--- src/rtl/fake_netlist_vector_driver.sv ---
// Serial-to-parallel stimulus driver for fake netlists: assembles byte chunks into a vector,
// applies it, waits a settle window and returns the sampled output bit. MISR: FAKE_NETLIST_VECDRV_MISR_EN.
module fake_netlist_vector_driver #(
   parameter int NUM_IN     = 355,
   parameter int CHUNK_W    = 8,
   parameter int SETTLE_CYC = 2
) (
   input  logic               clk_i,
   input  logic               rst_i,
   input  logic               ser_valid_i,
   input  logic [CHUNK_W-1:0] ser_data_i,
   output logic               ser_ready_o,
   output logic [NUM_IN-1:0]  vec_o,
   input  logic               resp_bit_i,
   output logic               resp_valid_o,
   output logic               resp_o,
   output logic [15:0]        resp_tag_o,
   input  logic               resp_ready_i,
   output logic [31:0]        sig_o
);
   // state  | meaning
   // LOAD   | accepting chunks into stg; vec_o holds previous vector
   // SETTLE | new vector applied, counting down the settle window
   // RESP   | sampled bit presented on the response port
   localparam int NCHUNK = (NUM_IN + CHUNK_W - 1) / CHUNK_W;
   localparam int CIDX_W = (NCHUNK > 1) ? $clog2(NCHUNK) : 1;
   localparam int CNT_W  = $clog2(SETTLE_CYC + 1);

   typedef enum logic [1:0] {LOAD, SETTLE, RESP} state_t;

   state_t              state;
   logic [CIDX_W-1:0]   chunk_idx;
   logic [CNT_W-1:0]    settle_cnt;
   logic [NUM_IN-1:0]   stg;
   logic [NUM_IN-1:0]   stg_next;
   logic [NUM_IN-1:0]   data_ext;
   logic [NUM_IN-1:0]   chunk_mask;
   logic [15:0]         shamt;
   logic                last_chunk;

   // Bits of the final chunk beyond NUM_IN fall off the top of the shift.
   always_comb begin
      shamt      = 16'(chunk_idx) * 16'(CHUNK_W);
      data_ext   = {{(NUM_IN-CHUNK_W){1'b0}}, ser_data_i};
      chunk_mask = {{(NUM_IN-CHUNK_W){1'b0}}, {CHUNK_W{1'b1}}};
      stg_next   = (stg & ~(chunk_mask << shamt)) | (data_ext << shamt);
      last_chunk = (chunk_idx == CIDX_W'(NCHUNK - 1));
   end

   always_ff @(posedge clk_i or posedge rst_i) begin
      if (rst_i) begin
         state        <= LOAD;
         chunk_idx    <= '0;
         settle_cnt   <= '0;
         stg          <= '0;
         vec_o        <= '0;
         ser_ready_o  <= 1'b1;
         resp_valid_o <= 1'b0;
         resp_o       <= 1'b0;
         resp_tag_o   <= '0;
      end else begin
         case (state)
            LOAD: begin
               if (ser_valid_i) begin
                  stg <= stg_next;
                  if (last_chunk) begin
                     vec_o       <= stg_next;
                     chunk_idx   <= '0;
                     settle_cnt  <= CNT_W'(SETTLE_CYC);
                     ser_ready_o <= 1'b0;
                     state       <= SETTLE;
                  end else begin
                     chunk_idx <= chunk_idx + CIDX_W'(1);
                  end
               end
            end
            SETTLE: begin
               settle_cnt <= settle_cnt - CNT_W'(1);
               if (settle_cnt == CNT_W'(1)) begin
                  resp_o       <= resp_bit_i;
                  resp_valid_o <= 1'b1;
                  state        <= RESP;
               end
            end
            RESP: begin
               if (resp_ready_i) begin
                  resp_valid_o <= 1'b0;
                  ser_ready_o  <= 1'b1;
                  resp_tag_o   <= resp_tag_o + 16'd1;
                  state        <= LOAD;
               end
            end
            default: state <= LOAD;
         endcase
      end
   end

`ifdef FAKE_NETLIST_VECDRV_MISR_EN
   logic [31:0] sig;

   always_ff @(posedge clk_i or posedge rst_i) begin
      if (rst_i) begin
         sig <= 32'hFFFF_FFFF;
      end else if (resp_valid_o && resp_ready_i) begin
         sig <= ({sig[30:0], 1'b0} ^ (sig[31] ? 32'h04C1_1DB7 : 32'h0)) ^ {31'b0, resp_o};
      end
   end

   assign sig_o = sig;
`else
   assign sig_o = 32'h0;
`endif

endmodule
--- config.mk ---
export PLATFORM = sky130hd
export DESIGN_NAME = fake_netlist_vector_driver
export DESIGN_NICKNAME = d
export VERILOG_FILES = /design/src/rtl/fake_netlist_vector_driver.sv
export SDC_FILE = /design/constraint.sdc
export NUM_CORES = 2
export LEC_CHECK = 0
export BUFFER_PORTS_ARGS = -buffer_cell sky130_fd_sc_hd__buf_2
export CAP_MARGIN = 20
export CORE_MARGIN = 2
export CORE_UTILIZATION = 57
export CTS_CLUSTER_DIAMETER = 200
export DETAILED_ROUTE_END_ITERATION = 10
export GPL_ROUTABILITY_DRIVEN = 1
export PLACE_DENSITY = 0.91
export SYNTH_ARGS = -nofsm -noshare
export SYNTH_HDL_FRONTEND = slang
export SYNTH_SLANG_ARGS = --single-unit
--- constraint.sdc ---
create_clock -name clk_i -period 31.4 [get_ports clk_i]
set_input_delay 6.28 -clock clk_i [delete_from_list [all_inputs] [get_ports clk_i]]
set_output_delay 6.28 -clock clk_i [all_outputs]
set_load 0.03 [all_outputs]
Word level (Yosys, flattened, before mapping)
Index checks and enable logic that the tools add are counted.

Logic and storage cells: 53. Output and inout bits: 406. Bits in registers: 739.

Equal/unequal tests: 8. Shift operators: 2. Reductions and logical operators: 12. Multiplexer cells: 16. Bitwise operators: 3. Add/sub/neg operators: 3.

Operator list (number): bitwise AND 355 bit (1); NOT 355 bit (1); bitwise OR 355 bit (1); left shift 8 x 9 -> 355 bit (1); left shift 8 x 9 -> 355 bit, first input constant (1); adder 16 x 1 -> 16 bit, second input constant (1); 2-to-1 mux 2 bit (6); AND reduction 3 bit (3); != test 2 bit, second input constant (4); AND reduction 4 bit (2); adder 6 x 1 -> 6 bit, second input constant (1); equality test 6 bit, second input constant (1); 2-to-1 mux 6 bit (1); one-hot mux 2 bit (3 select lines) (1); AND reduction 2 bit (3); nonzero test 2 bit (3); 2-to-1 mux 1 bit (5); equality test 2 x 1 -> 1 bit, second input constant (2); one-hot mux 1 bit (2 select lines) (2); one-hot mux 2 bit (2 select lines) (1); equality test 2 bit, second input constant (1); logical NOT 2 bit (1); subtractor 2 x 1 -> 2 bit, second input constant (1).

Depth between registers and ports, before layout
Word-level depth: 4. Gate-level depth with buffers: 11.

Worst setup path after synthesis
Ideal clock, no wire load.

Path type: input port to flip-flop. Start point: in ser_valid_i. End point: reg vec_o[152]. Stages on the path: 7. Setup time: 0.126 ns. Path buffers: 3. Data arrival time: 7.675 ns. Setup slack: 23.599 ns. Required time: 31.274 ns. Cell sequence: or3b_4 or3_1 clkbuf_1 buf_6 buf_6 a221oi_1 nor2_1.

Longest elaborated chain between the ends: 1.

RTL lines: from (decl) (RTL line 10) `input logic ser_valid_i,`; AND reduction 3 bit (no line); to (signal assigned) (RTL line 67) `vec_o <= stg_next;`; to (decl) (RTL line 13) `output logic [NUM_IN-1:0] vec_o,`.

No other way between the ends. A chain may end at the register's enable or synchronous reset.

==> flow_summary_export.csv <==
group,metric,value,unit
setup_path,worst_setup_path_start_kind,"input port",
logic_synthesis,synthTopCellsByArea,"dfrtp_1 (63%), nand2_1 (12%), nand3_1 (5.2%), o21ai_0 (4.9%), nor2_1 (2.5%)",
logic_synthesis,synth_adder_area_share,0.003438,
logic_synthesis,synth_warnings,0,
detailed_routing,vias,25120,
power,leakage,17.66,nW
timing,setup_viol,0,
placement,port_buffers,386,
detailed_routing,finalWirelength,93.80,mm
final_layout,layout.nets,3278,
floorplan,core_area,50270,sq um
timing,fin_skew,0.01502,ns
power,ir_worst_vdd,0.00007061,V
setup_path,path_class,"input port to async pin",
detailed_routing,drtPass1Iterations,8,
detailed_routing,post-route-drc-count,0,
power,combPwrFrac,0.279,
clock_network,cts_tree,"done",
global_route,grt_pass1_wl,140.8,mm
clock_network,cts_buffers,74,
floorplan,ios,419,
power,p_per_area,91.86,nW/um^2
logic_synthesis,synth_top_family_by_area,"simple AND/OR/NAND/NOR gates",
global_route,grt_pass1_vias,23830,
hold_path,holdCritPathClass,"flop to flop",
setup_path,crit_path_end_kind,"async pin",
setup_path,arrival,9.47,ns
logic_synthesis,synth_edf_count,0,
logic_synthesis,yosysTopAreaCellShare,0.6317,
logic_synthesis,synth_commonest_cells,"nand2_1 (913), dfrtp_1 (735), nand3_1 (300)",
clock_network,post_cts_buffers,0,
clock_network,cts.sinks,736,
timing,relSlewSlack,0.1680,
logic_synthesis,synthCells,2970,
floorplan,die_w,230.0,um
placement,placed_cell_area,31080,sq um
timing,hold_viol_final,0,
logic_synthesis,yosys.cell_types.count,49,
logic_synthesis,synth_xor_area_frac,0.004512,
floorplan,die_area,52900,sq um
detailed_routing,ant_nets,0,
logic_synthesis,syn_area,29120,sq um
floorplan,fp-row-count,82,
clock_network,clk_latency,0.62,ns
power,pwr-share-seq,0.431,
logic_synthesis,synth-compound-area-share,0.09888,
final_layout,instances_no_fill,3986,
final_layout,fillCellCount,3645,
timing,fin_crit_sh,0.2819,
power,p_switching,1.196,mW
power,power.share.switching,0.3856,
final_layout,areaGrowthSynthToFinish,15.95,%
clock_network,ctsResizeCount,0,
logic_synthesis,yosysMostFrequentCell,"nand2_1",
timing,drv_slew,0,
final_layout,multi_input_area,9604,sq um
power,clkPwrFrac,0.290,
detailed_routing,viasPerCell,6.302,
logic_synthesis,synth_flop_cell,"dfrtp_1",
timing,period_minus_slack,8.851,ns
setup_path,crit_required,32.02,ns
logic_synthesis,synth_area_per_cell,9.803,sq um
power,intPower,1.905,mW
logic_synthesis,yosys.area.top_type,"dfrtp_1",
timing,tightestPinTransition,1.245,ns
logic_synthesis,ys_ff_latch,736,
clock_network,cts_root_buf,"clkbuf_16",
floorplan,dieHeight,230.0,um
global_route,overflow,0,
flow_run,drv_cap,0,
global_route,antenna_found_initial,7,
final_layout,drive_gt1_frac,0.1731,
logic_synthesis,synth_simple_gate_area_share,0.2168,
setup_path,path_max_fanout,125,
global_route,track_usage,0.3507,
outcome,status,"finished, final reports clean",
logic_synthesis,seq_area_frac_synth,0.6326,
final_layout,regArea,18420,sq um
placement,gp_congestion,0.9001,
clock_network,postCtsHoldBufs,0,
detailed_routing,routedWlPerCell,23.53,um
clock_network,clk_pin_slew,0.06,ns
detailed_routing,drt_iter0_markers,3374,
clock_network,htree_levels,3,
logic_synthesis,async_flop_share,1.000,
final_layout,fin_area,33760,sq um
logic_synthesis,synthMuxAreaShare,0.0007306,
timing,fmax,0.1130,GHz
floorplan,initial_core_util,0.5791,
clock_network,cts_buffer_depth,3,
timing,finalSetupTns,0,ns
timing,rsz0062_at_grt,"false",
global_route,grt_max_degree,126,
placement,dp_hpwl,56.64,mm
placement,dp.cells,3844,
-- area by class of cell --
cell class | instances | share of cell area
sequential | 736 | 0.5456
timing repair buffer | 425 | 0.07086
clock inverter | 23 | 0.008895
tap | 672 | 0.02491
inverter | 8 | 0.001112
antenna | 4 | 0.0002965
clock buffer | 106 | 0.06382
multi-input combinational | 2012 | 0.2845
-- path summary, 6_finish.rpt --
check,startpoint,endpoint,slack [ns],cells past startpoint
max in group clk_i,ser_valid_i,vec_o[33]$_DFFE_PP0P_,22.81,7
min in group asynchronous,rst_i,vec_o[284]$_DFFE_PP0P_,5.78,2
setup reg to reg,chunk_idx[3]$_DFFE_PP0P_,vec_o[33]$_DFFE_PP0P_,27.76,6
hold reg to reg,vec_o[44]$_DFFE_PP0P_,vec_o[44]$_DFFE_PP0P_,0.46,2
setup / recovery,rst_i,vec_o[229]$_DFFE_PP0P_,22.55,6
hold / removal,vec_o[44]$_DFFE_PP0P_,vec_o[44]$_DFFE_PP0P_,0.46,2
-- power groups by stage --
stage | registers (mW) | logic (mW) | clock network, mW
floorplan | 1.51 | 0.351 | 0
global placement | 1.33 | 0.804 | 0
detailed placement | 1.34 | 0.831 | 0
CTS | 1.33 | 0.844 | 0.900
global route | 1.36 | 0.920 | 0.937
finish | 1.34 | 0.866 | 0.898
-- through the flow --
| step | util | power, mW | hold slack, ns | setup WS, ns |
|---|---|---|---|---|
| 4_1_cts | 0.6671 | 3.072 | 0.4636 | 22.09 |
| 6_report | 0.6715 | 3.101 | 0.4608 | 22.55 |
| 5_1_grt | 0.6713 | 3.212 | 0.4830 | 22.01 |
| 3_3_place_gp | 0.6175 | 2.135 | 0.4441 | 21.50 |
| 3_5_place_dp | 0.6183 | 2.171 | 0.4500 | 21.45 |
| 2_1_floorplan | - | 1.859 | 0.4495 | 4.471 |
-- routing by layer --
| metal | routed length, um | GRT usage | vias up |
|---|---|---|---|
| li1 | - | - | 10470 |
| met1 | 33400 | 0.4615 | 12270 |
| met2 | 42100 | 0.5156 | 1956 |
| met3 | 12370 | 0.1101 | 417 |
| met4 | 5906 | 0.2054 | 4 |
| met5 | 27 | 0 | - |
-- sequential cells by signal, indices dropped and copies added, names as in the netlist --
| name | cells |
|---|---|
| chunk_idx | 6 |
| resp_o | 1 |
| resp_tag_o | 16 |
| resp_valid_o | 1 |
| ser_ready_o | 1 |
| settle_cnt | 2 |
| state | 2 |
| stg | 352 |
| vec_o | 355 |
-- logic make-up after synthesis --
kind of cell             Yosys count
flip-flops                       736
buffers and inverters            253
AO/OA/AOI/OAI                    459
AND/OR/NAND/NOR                 1496
XOR/XNOR                          15
multiplexers                       2
adder cells (fa/ha/maj)            8
other                              1
-- cells in the final DEF, fill, tap and decap left out, drive strengths merged, types with 4 or more instances in the layout --
cell type  Yosys  routed
nand2        913     913
dfrtp        735     735
buf          110     425
o21ai        313     313
nand3        300     300
nor2         193     193
clkbuf       135     106
a221oi        88      88
o2bb2ai       48      48
conb           1      32
nand4         27      27
clkinv         0      12
or2           11      11
inv            8      11
xnor2         10      10
and3           9       9
ha             8       8
nor2b          5       5
xor2           5       5
nand4bb        5       5
bufinv         0       5
nor3           5       5
diode          0       4
-- worst max-delay path, stage by stage --
cell	delay [ns]
buf_2	0.13
inv_8	0.53
buf_4	0.87
buf_4	0.33
buf_16	0.33
buf_4	0.80
(Power assumes the default switching activity.)
